## config.mk

```make
export PLATFORM = sky130hd
export DESIGN_NAME = spi_adc_responder
export DESIGN_NICKNAME = d
export VERILOG_FILES = /design/src/rtl/spi_adc_responder.sv
export SDC_FILE = /design/constraint.sdc
export NUM_CORES = 1
export LEC_CHECK = 0
export ABC_AREA = 1
export CAP_MARGIN = 30
export CORE_MARGIN = 2
export CORE_UTILIZATION = 48
export CTS_CLUSTER_DIAMETER = 40
export DETAILED_ROUTE_END_ITERATION = 16
export PLACE_DENSITY = 0.74
export SLEW_MARGIN = 20
export SYNTH_ARGS = -nofsm -noshare
export SYNTH_HDL_FRONTEND = slang
export SYNTH_SLANG_ARGS = --single-unit
export TNS_END_PERCENT = 5
```

## constraint.sdc

```tcl
create_clock -name fpga_clk -period 1.7 [get_ports fpga_clk]
set_input_delay 0.17 -clock fpga_clk [delete_from_list [all_inputs] [get_ports fpga_clk]]
set_output_delay 0.17 -clock fpga_clk [all_outputs]
set_load 0.01 [all_outputs]
```

## src/rtl/spi_adc_responder.sv

```systemverilog
// SPI mode-0 responder emulating an MCP3008-style 8-channel 10-bit ADC, oversampled on fpga_clk.
// Optional feature macro ADC_TEST_PATTERN_EN: replies {ch_sel, frame counter} instead of sample_data.
module spi_adc_responder #(
  parameter int unsigned DATA_W      = 10,
  parameter int unsigned CH_W        = 3,
  parameter int unsigned SYNC_STAGES = 2
) (
  input  logic              fpga_clk,
  input  logic              rst,
  input  logic              SCK,
  input  logic              SS1,
  input  logic              MOSI,
  output logic              MISO,
  output logic              miso_oe,
  output logic [CH_W-1:0]   ch_sel,
  output logic              sgl_diff,
  output logic              sample_req,
  input  logic [DATA_W-1:0] sample_data,
  output logic              frame_done,
  output logic              frame_abort
);

  localparam int unsigned CNT_W = $clog2(DATA_W + 1);

  localparam logic [2:0] S_IDLE    = 3'd0;
  localparam logic [2:0] S_WAIT_ST = 3'd1;
  localparam logic [2:0] S_CFG     = 3'd2;
  localparam logic [2:0] S_SAMPLE  = 3'd3;
  localparam logic [2:0] S_NULL    = 3'd4;
  localparam logic [2:0] S_DATA    = 3'd5;
  localparam logic [2:0] S_DONE    = 3'd6;

  logic [SYNC_STAGES-1:0] sck_sync_q, ss_sync_q, mosi_sync_q;
  logic                   sck_prev_q, ss_prev_q;
  logic                   sck_s, ss_s, mosi_s;
  logic                   sck_rise_c, sck_fall_c, ss_rise_c;

  logic [2:0]        state_q, state_d;
  logic [CNT_W-1:0]  cnt_q, cnt_d;
  logic [CH_W-1:0]   cfg_q, cfg_d;
  logic [DATA_W-1:0] shift_q, shift_d;
  logic [DATA_W-1:0] latch_val_c;
  logic              armed_q, armed_d;
  logic              miso_q, miso_d;
  logic              miso_oe_q, miso_oe_d;
  logic [CH_W-1:0]   ch_sel_q, ch_sel_d;
  logic              sgl_diff_q, sgl_diff_d;
  logic              sample_req_q, sample_req_d;
  logic              frame_done_q, frame_done_d;
  logic              frame_abort_q, frame_abort_d;

  assign sck_s  = sck_sync_q[SYNC_STAGES-1];
  assign ss_s   = ss_sync_q[SYNC_STAGES-1];
  assign mosi_s = mosi_sync_q[SYNC_STAGES-1];

  assign sck_rise_c = sck_s & ~sck_prev_q;
  assign sck_fall_c = ~sck_s & sck_prev_q;
  assign ss_rise_c  = ss_s & ~ss_prev_q;

`ifdef ADC_TEST_PATTERN_EN
  localparam int unsigned FC_W = DATA_W - CH_W;
  logic [FC_W-1:0]   frame_cnt_q, frame_cnt_d;
  logic              unused_sample_c;

  assign unused_sample_c = ^sample_data;
  assign latch_val_c     = {ch_sel_q, frame_cnt_q};
  assign frame_cnt_d     = frame_cnt_q + FC_W'(frame_done_d);

  always_ff @(posedge fpga_clk or posedge rst) begin
    if (rst) frame_cnt_q <= '0;
    else     frame_cnt_q <= frame_cnt_d;
  end
`else
  assign latch_val_c = sample_data;
`endif

  // Next-state and output decode; an SS1 rise or SS1 high overrides any SCK edge.
  always_comb begin
    state_d       = state_q;
    cnt_d         = cnt_q;
    cfg_d         = cfg_q;
    shift_d       = shift_q;
    miso_d        = miso_q;
    ch_sel_d      = ch_sel_q;
    sgl_diff_d    = sgl_diff_q;
    sample_req_d  = 1'b0;
    frame_done_d  = 1'b0;
    frame_abort_d = 1'b0;
    armed_d       = armed_q | ss_s;
    miso_oe_d     = ~ss_s;

    if (ss_rise_c) begin
      state_d       = S_IDLE;
      miso_d        = 1'b0;
      frame_abort_d = state_q inside {S_CFG, S_SAMPLE, S_NULL, S_DATA};
    end else if (ss_s) begin
      state_d = S_IDLE;
      miso_d  = 1'b0;
    end else begin
      case (state_q)
        S_IDLE: begin
          if (armed_q) state_d = S_WAIT_ST;
        end
        S_WAIT_ST: begin
          if (sck_rise_c && mosi_s) begin
            state_d = S_CFG;
            cnt_d   = '0;
          end
        end
        S_CFG: begin
          if (sck_rise_c) begin
            cfg_d = {cfg_q[CH_W-2:0], mosi_s};
            cnt_d = cnt_q + CNT_W'(1);
            if (cnt_q == CNT_W'(CH_W)) begin
              sgl_diff_d   = cfg_q[CH_W-1];
              ch_sel_d     = {cfg_q[CH_W-2:0], mosi_s};
              sample_req_d = 1'b1;
              state_d      = S_SAMPLE;
            end
          end
        end
        S_SAMPLE: begin
          if (sck_fall_c) begin
            shift_d = latch_val_c;
            miso_d  = 1'b0;
            state_d = S_NULL;
          end
        end
        S_NULL: begin
          if (sck_fall_c) begin
            miso_d  = shift_q[DATA_W-1];
            shift_d = {shift_q[DATA_W-2:0], 1'b0};
            cnt_d   = CNT_W'(1);
            state_d = S_DATA;
          end
        end
        S_DATA: begin
          if (sck_fall_c) begin
            miso_d  = shift_q[DATA_W-1];
            shift_d = {shift_q[DATA_W-2:0], 1'b0};
            cnt_d   = cnt_q + CNT_W'(1);
            if (cnt_q == CNT_W'(DATA_W - 1)) begin
              frame_done_d = 1'b1;
              state_d      = S_DONE;
            end
          end
        end
        S_DONE: begin
          if (sck_fall_c) miso_d = 1'b0;
        end
        default: begin
          state_d = S_IDLE;
          miso_d  = 1'b0;
        end
      endcase
    end
  end

  always_ff @(posedge fpga_clk or posedge rst) begin
    if (rst) begin
      sck_sync_q    <= '0;
      ss_sync_q     <= '0;
      mosi_sync_q   <= '0;
      sck_prev_q    <= 1'b0;
      ss_prev_q     <= 1'b0;
      state_q       <= S_IDLE;
      cnt_q         <= '0;
      cfg_q         <= '0;
      shift_q       <= '0;
      armed_q       <= 1'b0;
      miso_q        <= 1'b0;
      miso_oe_q     <= 1'b0;
      ch_sel_q      <= '0;
      sgl_diff_q    <= 1'b0;
      sample_req_q  <= 1'b0;
      frame_done_q  <= 1'b0;
      frame_abort_q <= 1'b0;
    end else begin
      sck_sync_q    <= {sck_sync_q[SYNC_STAGES-2:0], SCK};
      ss_sync_q     <= {ss_sync_q[SYNC_STAGES-2:0], SS1};
      mosi_sync_q   <= {mosi_sync_q[SYNC_STAGES-2:0], MOSI};
      sck_prev_q    <= sck_s;
      ss_prev_q     <= ss_s;
      state_q       <= state_d;
      cnt_q         <= cnt_d;
      cfg_q         <= cfg_d;
      shift_q       <= shift_d;
      armed_q       <= armed_d;
      miso_q        <= miso_d;
      miso_oe_q     <= miso_oe_d;
      ch_sel_q      <= ch_sel_d;
      sgl_diff_q    <= sgl_diff_d;
      sample_req_q  <= sample_req_d;
      frame_done_q  <= frame_done_d;
      frame_abort_q <= frame_abort_d;
    end
  end

  assign MISO        = miso_q;
  assign miso_oe     = miso_oe_q;
  assign ch_sel      = ch_sel_q;
  assign sgl_diff    = sgl_diff_q;
  assign sample_req  = sample_req_q;
  assign frame_done  = frame_done_q;
  assign frame_abort = frame_abort_q;

endmodule

```

== Yosys cells after proc, flatten, opt, wreduce, memory -nomap -nowiden ==
Cells that the tools add are included.

* Bits in registers: 38
* Input bits: 15
* Output and inout bits: 9
* Logic and storage cells: 102

* $add $sub $neg: 1
* Eq/ne operators: 26
* Muxes and demuxes: 35
* Bitwise operators: 9
* Reduce and logical (&&, ||, !) cells: 14

{| class="wikitable"
|+ Operators by type and width
! operator !! number
|-
| two-way mux 3 bit || 10
|-
| != test 4 bit, second input constant || 6
|-
| case mux 3 bit (7 select lines) || 1
|-
| two-way mux 10 bit || 2
|-
| case mux 10 bit (2 select lines) || 1
|-
| two-way mux 4 bit || 4
|-
| case mux 4 bit (4 select lines) || 1
|-
| two-way mux 1 bit || 15
|-
| != test 2 bit, second input constant || 5
|-
| AND reduction 5 bit || 2
|-
| == test 3 bit, second input constant || 3
|-
| AND reduction 9 bit || 1
|-
| != test 4 x 1 -> 1 bit, second input constant || 2
|-
| != test 4 x 3 -> 1 bit, second input constant || 2
|-
| nonzero test 4 bit || 2
|-
| AND reduction 7 bit || 1
|-
| == test 3 x 2 -> 1 bit, second input constant || 2
|-
| NOT 1 bit || 5
|-
| adder 4 x 1 -> 4 bit, second input constant || 1
|-
| == test 4 x 2 -> 1 bit, second input constant || 1
|-
| == test 4 bit, second input constant || 1
|-
| AND reduction 4 bit || 1
|-
| OR reduction 2 bit || 2
|-
| bitwise AND 1 bit || 3
|-
| other kinds (11) || 11
|}

== Longest topological paths before layout ==
* Word-level depth: 7
* Mapped depth: 10
* Mapped depth without buffers: 9

== Worst setup path before layout ==
OpenSTA, ideal clock, no wires.

* Kind: reg2reg
* Start point: reg state_q[1]
* End point: reg shift_q[8]
* Library setup time: 138 ps
* Data arrival time: 1467 ps
* Data required time: 1562 ps
* Slack: 96 ps
* Stages on the path, launching flop included: 10
* Buffers on the path: 2
* Clock period less this slack: 1604 ps
* Cells stage by stage: dfrtp_1 > inv_1 > ha_1 > buf_2 > inv_1 > nand2_1 > inv_1 > nor2_1 > clkbuf_1 > a31oi_1

* Longest elaborated chain between the ends: 4
* Elaborated cells between the ends (all ways): 9
* Those cells by class: eq/ne (5); mux (1); reduce/logical (3)

{| class="wikitable"
|+ Ends and longest elaborated chain
! what !! line !! source
|-
| start, declared || 38 || <nowiki>logic [2:0] state_q, state_d;</nowiki>
|-
| start signal, assigned || 184 || <nowiki>state_q <= state_d;</nowiki>
|-
| == test 3 bit || 100 || <nowiki>case (state_q)</nowiki>
|-
| OR reduction 2 bit (no source line) || n/a ||
|-
| != test 2 x 1 -> 1 bit (no source line) or nonzero test 2 bit (tied branches) || n/a ||
|-
| AND reduction 5 bit (no source line) || n/a ||
|-
| end signal, assigned || 187 || <nowiki>shift_q <= shift_d;</nowiki>
|-
| end, declared || 41 || <nowiki>logic [DATA_W-1:0] shift_q, shift_d;</nowiki>
|}

Several ways; a longest one is shown, not always the timed one.
A chain may end at the register's enable or synchronous reset.

== Worst setup path after layout ==
Same ends and word-level chain as after synthesis.

==> impl_metrics.py <==
metrics = {
    "run_status": {
        "status": "finished, final reports clean",
    },
    "global_route": {
        "grt_antenna_before_repair": 0,
        "first_global_vias": 1279,
        "overflow": 0,
        "grt_max_degree": 39,
        "grtUsageTotal": 0.179,
        "grt_pass1_wl_mm": 5.60,
    },
    "critical_path": {
        "max_stage_delay_ps": 390,
        "setup.worst_path.end_class": "flop",
        "cpMaxStageDelayCell": "dfrtp_1",
        "path_depth": 9,
        "worstPathRequired_ps": 1970,
        "cp.arrival_ps": 1810,
        "rr_startpoint": "state_q[1]",
        "cp_max_fo": 20,
        "worstReg2RegEnd": "shift_q[8]",
        "crit_top_cell": "inv_1",
        "cp_num_buf_inv": 4,
        "reg2reg_depth": 9,
        "crit_path_start_kind": "flop",
        "crit_type": "reg2reg",
        "path_cells": "inv_1, ha_1, inv_1, nand2_1, inv_1, nor2_1, buf_4, nor2_1, a31oi_1",
        "worst-r2r-setup-slack_ps": 160,
        "cp_top_family": "buffers and inverters",
    },
    "synth": {
        "ys_ff_latch": 38,
        "syn-num-nets": 215,
        "ys_types": 28,
        "synthCells": 196,
        "synth_area_um2": 1750,
        "yosysWarnings": 0,
        "ys_seq_area_frac": 0.545,
        "avgSynthCellArea_um2": 8.91,
    },
    "flow_run": {
        "max_cap_viol_count": 0,
    },
    "power_and_ir_drop": {
        "p_sw_frac": 0.350,
        "power.share.combinational": 0.303,
        "power_frac_clock": 0.211,
        "pwr-share-seq": 0.486,
        "power_density_nw_per_um2": 1130,
        "power_mw": 2.40,
        "p_sw_mw": 0.840,
        "ir_drop_mv": 0.679,
        "power_leakage_nw": 0.957,
        "p_int_mw": 1.56,
    },
    "finish": {
        "fin_cells": 274,
        "final_nets": 246,
        "drive_gt1_frac": 0.123,
        "regArea_um2": 951,
        "area_delta_synth_final_pct": 21.4,
        "multiInputGateArea_um2": 676,
        "fillers": 303,
        "antenna_cells": 0,
        "final_area_um2": 2120,
    },
    "timing": {
        "fmax_mhz": 647,
        "fin_tns_setup_ps": 0,
        "setup_viol": 0,
        "finalMaxSlewViolations": 0,
        "slew_headroom": 0.687,
        "min_period_ps": 1540,
        "final-hold-violation-count": 0,
        "grt_setup_unrepaired": "false",
        "post-route-period-util": 0.909,
        "skew_ps": 7.92,
        "worst_slew_pin_slew_ps": 470,
    },
    "place": {
        "io_buffer_count": 23,
        "place_hpwl_mm": 2.24,
        "dp_cells": 266,
        "gp_congestion": 0.869,
        "placed_cell_area_um2": 2050,
    },
    "worst_hold_path": {
        "min_path_type": "in2async",
    },
    "clock_network": {
        "root_buffer": "clkbuf_4",
        "h-tree-depth": 2,
        "cts_tree": "yes",
        "cts_buffers": 5,
        "clk_pin_slew_ps": 120,
        "clock_latency_ps": 350,
        "clock_path_buffers": 2,
        "clock_sinks": 38,
        "post_cts_buffers": 0,
    },
    "drt": {
        "wl_per_cell_um": 11.4,
        "drt_iter0_drc": 75,
        "ant_nets": 0,
        "dr.pass1.iters": 4,
        "vias": 1363,
        "drc": 0,
        "vias_per_cell": 4.97,
        "wl_mm": 3.11,
    },
    "die": {
        "io_pins": 24,
        "core_um2": 3420,
        "start_util": 0.511,
        "die_area_um2": 4130,
        "die_h_um": 64.3,
        "die_w_um": 64.3,
        "floorplan.rows": 21,
    },
}
registers in the layout (all words and copies together) (netlist names):
name and flops:
cfg_q 3, ss_prev_q 1, sck_prev_q 1, shift_q 10, ss_sync_q 2, cnt_q 4
sample_req 1, frame_done 1, state_q 3, sgl_diff 1, MISO 1, armed_q 1
mosi_sync_q 2, ch_sel 3, miso_oe 1, frame_abort 1, sck_sync_q 2
tightest hold or removal path: stages:
cell and delay (ps):
clkdlybuf4s50_1 400, inv_1 50, buf_4 400
power groups by stage:
| stage | registers, mW | logic [mW] | clock network (mW) |
|---|---|---|---|
| CTS | 1.16 | 0.728 | 0.524 |
| floorplan | 1.19 | 0.483 | 0 |
| global route | 1.19 | 0.831 | 0.564 |
| global placement | 1.18 | 0.712 | 0 |
| detailed placement | 1.18 | 0.721 | 0 |
| finish | 1.16 | 0.727 | 0.507 |
layout make-up:
cell class / count / area share
timing repair buffer: 30 / 0.133
clock buffer: 6 / 0.0242
clock inverter: 2 / 0.00591
sequential: 38 / 0.449
multi-input combinational: 129 / 0.319
tap: 46 / 0.0272
inverter: 23 / 0.0413
cells in the final DEF (no fill, tap or decap):
cell,instances
a211oi_1,1
a21oi_1,2
a31oi_1,2
buf_4,7
clkbuf_4,5
clkbuf_8,1
clkdlybuf4s50_1,23
clkinv_2,2
clkinvlp_4,1
dfrtp_1,38
ha_1,4
inv_1,19
inv_2,3
nand2_1,43
nand2_2,1
nand3_1,13
nand4_1,4
nand4_4,1
nor2_1,16
nor2_4,1
nor4_1,1
o211ai_1,7
o21a_1,1
o21ai_0,19
o21ai_1,4
or2_1,1
or2_2,5
or2_4,1
xnor2_1,1
xor2_1,1
through the flow:
stage                     hold slack (ps)  setup WS, ps   util
after CTS                             231           105  0.619
after floorplan                       201          95.7      -
after detailed placement              343           126  0.601
after global routing                  220          12.3  0.620
final                                 213           155  0.620
after global placement                335           153  0.601
worst max path at each step:
stage,endpoint,startpoint,slack [ps]
5_1_grt,cnt_q[3],sck_sync_q[1],10
3_5_place_dp,ch_sel[0],state_q[0],130
3_3_place_gp,ch_sel[1],state_q[0],150
2_1_floorplan,shift_q[8],state_q[1],100
6_report,shift_q[8],state_q[1],160
4_1_cts,ch_sel[0],state_q[0],110
Yosys cell counts:
cell | number | share of area
nand2_1 | 43 | 0.092
dfrtp_1 | 38 | 0.54
o21ai_0 | 20 | 0.057
inv_1 | 19 | 0.041
nor2_1 | 16 | 0.034
nand3_1 | 13 | 0.037
o211ai_1 | 7 | 0.030
or2_2 | 5 | 0.018
ha_1 | 4 | 0.029
nand4_1 | 4 | 0.014
buf_2 | 3 | 0.0086
inv_2 | 3 | 0.0065
o21ai_1 | 3 | 0.0086
a21oi_1 | 2 | 0.0057
a31oi_1 | 2 | 0.0072
clkbuf_1 | 2 | 0.0043
a211oi_1 | 1 | 0.0043
buf_6 | 1 | 0.0065
clkinv_2 | 1 | 0.0029
nand2_2 | 1 | 0.0036
nand4_4 | 1 | 0.012
nor2_4 | 1 | 0.0065
nor4_1 | 1 | 0.0036
o21a_1 | 1 | 0.0043
or2_0 | 1 | 0.0036
or2_1 | 1 | 0.0036
xnor2_1 | 1 | 0.0050
xor2_1 | 1 | 0.0050
timing repair:
action / CTS / global route
setup endpoints to repair: 0 / 5
hold buffers: 0 / 0
resized for setup: 0 / 3
cell families after synthesis:
kind of cell / synth area share
simple gates: 0.229
flops: 0.545
compound gates: 0.118
buf+inv: 0.0695
fa+ha+maj: 0.0287
xor+xnor: 0.0100
metal layers:
metal | global-route usage | routed length [µm] | part of all wire | vias to the layer above
li1 | - | - | - | 704
met1 | 0.230 | 1490 | 0.48 | 618
met2 | 0.279 | 1400 | 0.45 | 35
met3 | 0.0634 | 172 | 0.055 | 6
met4 | 0.0665 | 49 | 0.016 | 0
met5 | 0 | 0 | 0 | -
No activity file was read; power rests on OpenSTA's default activity.
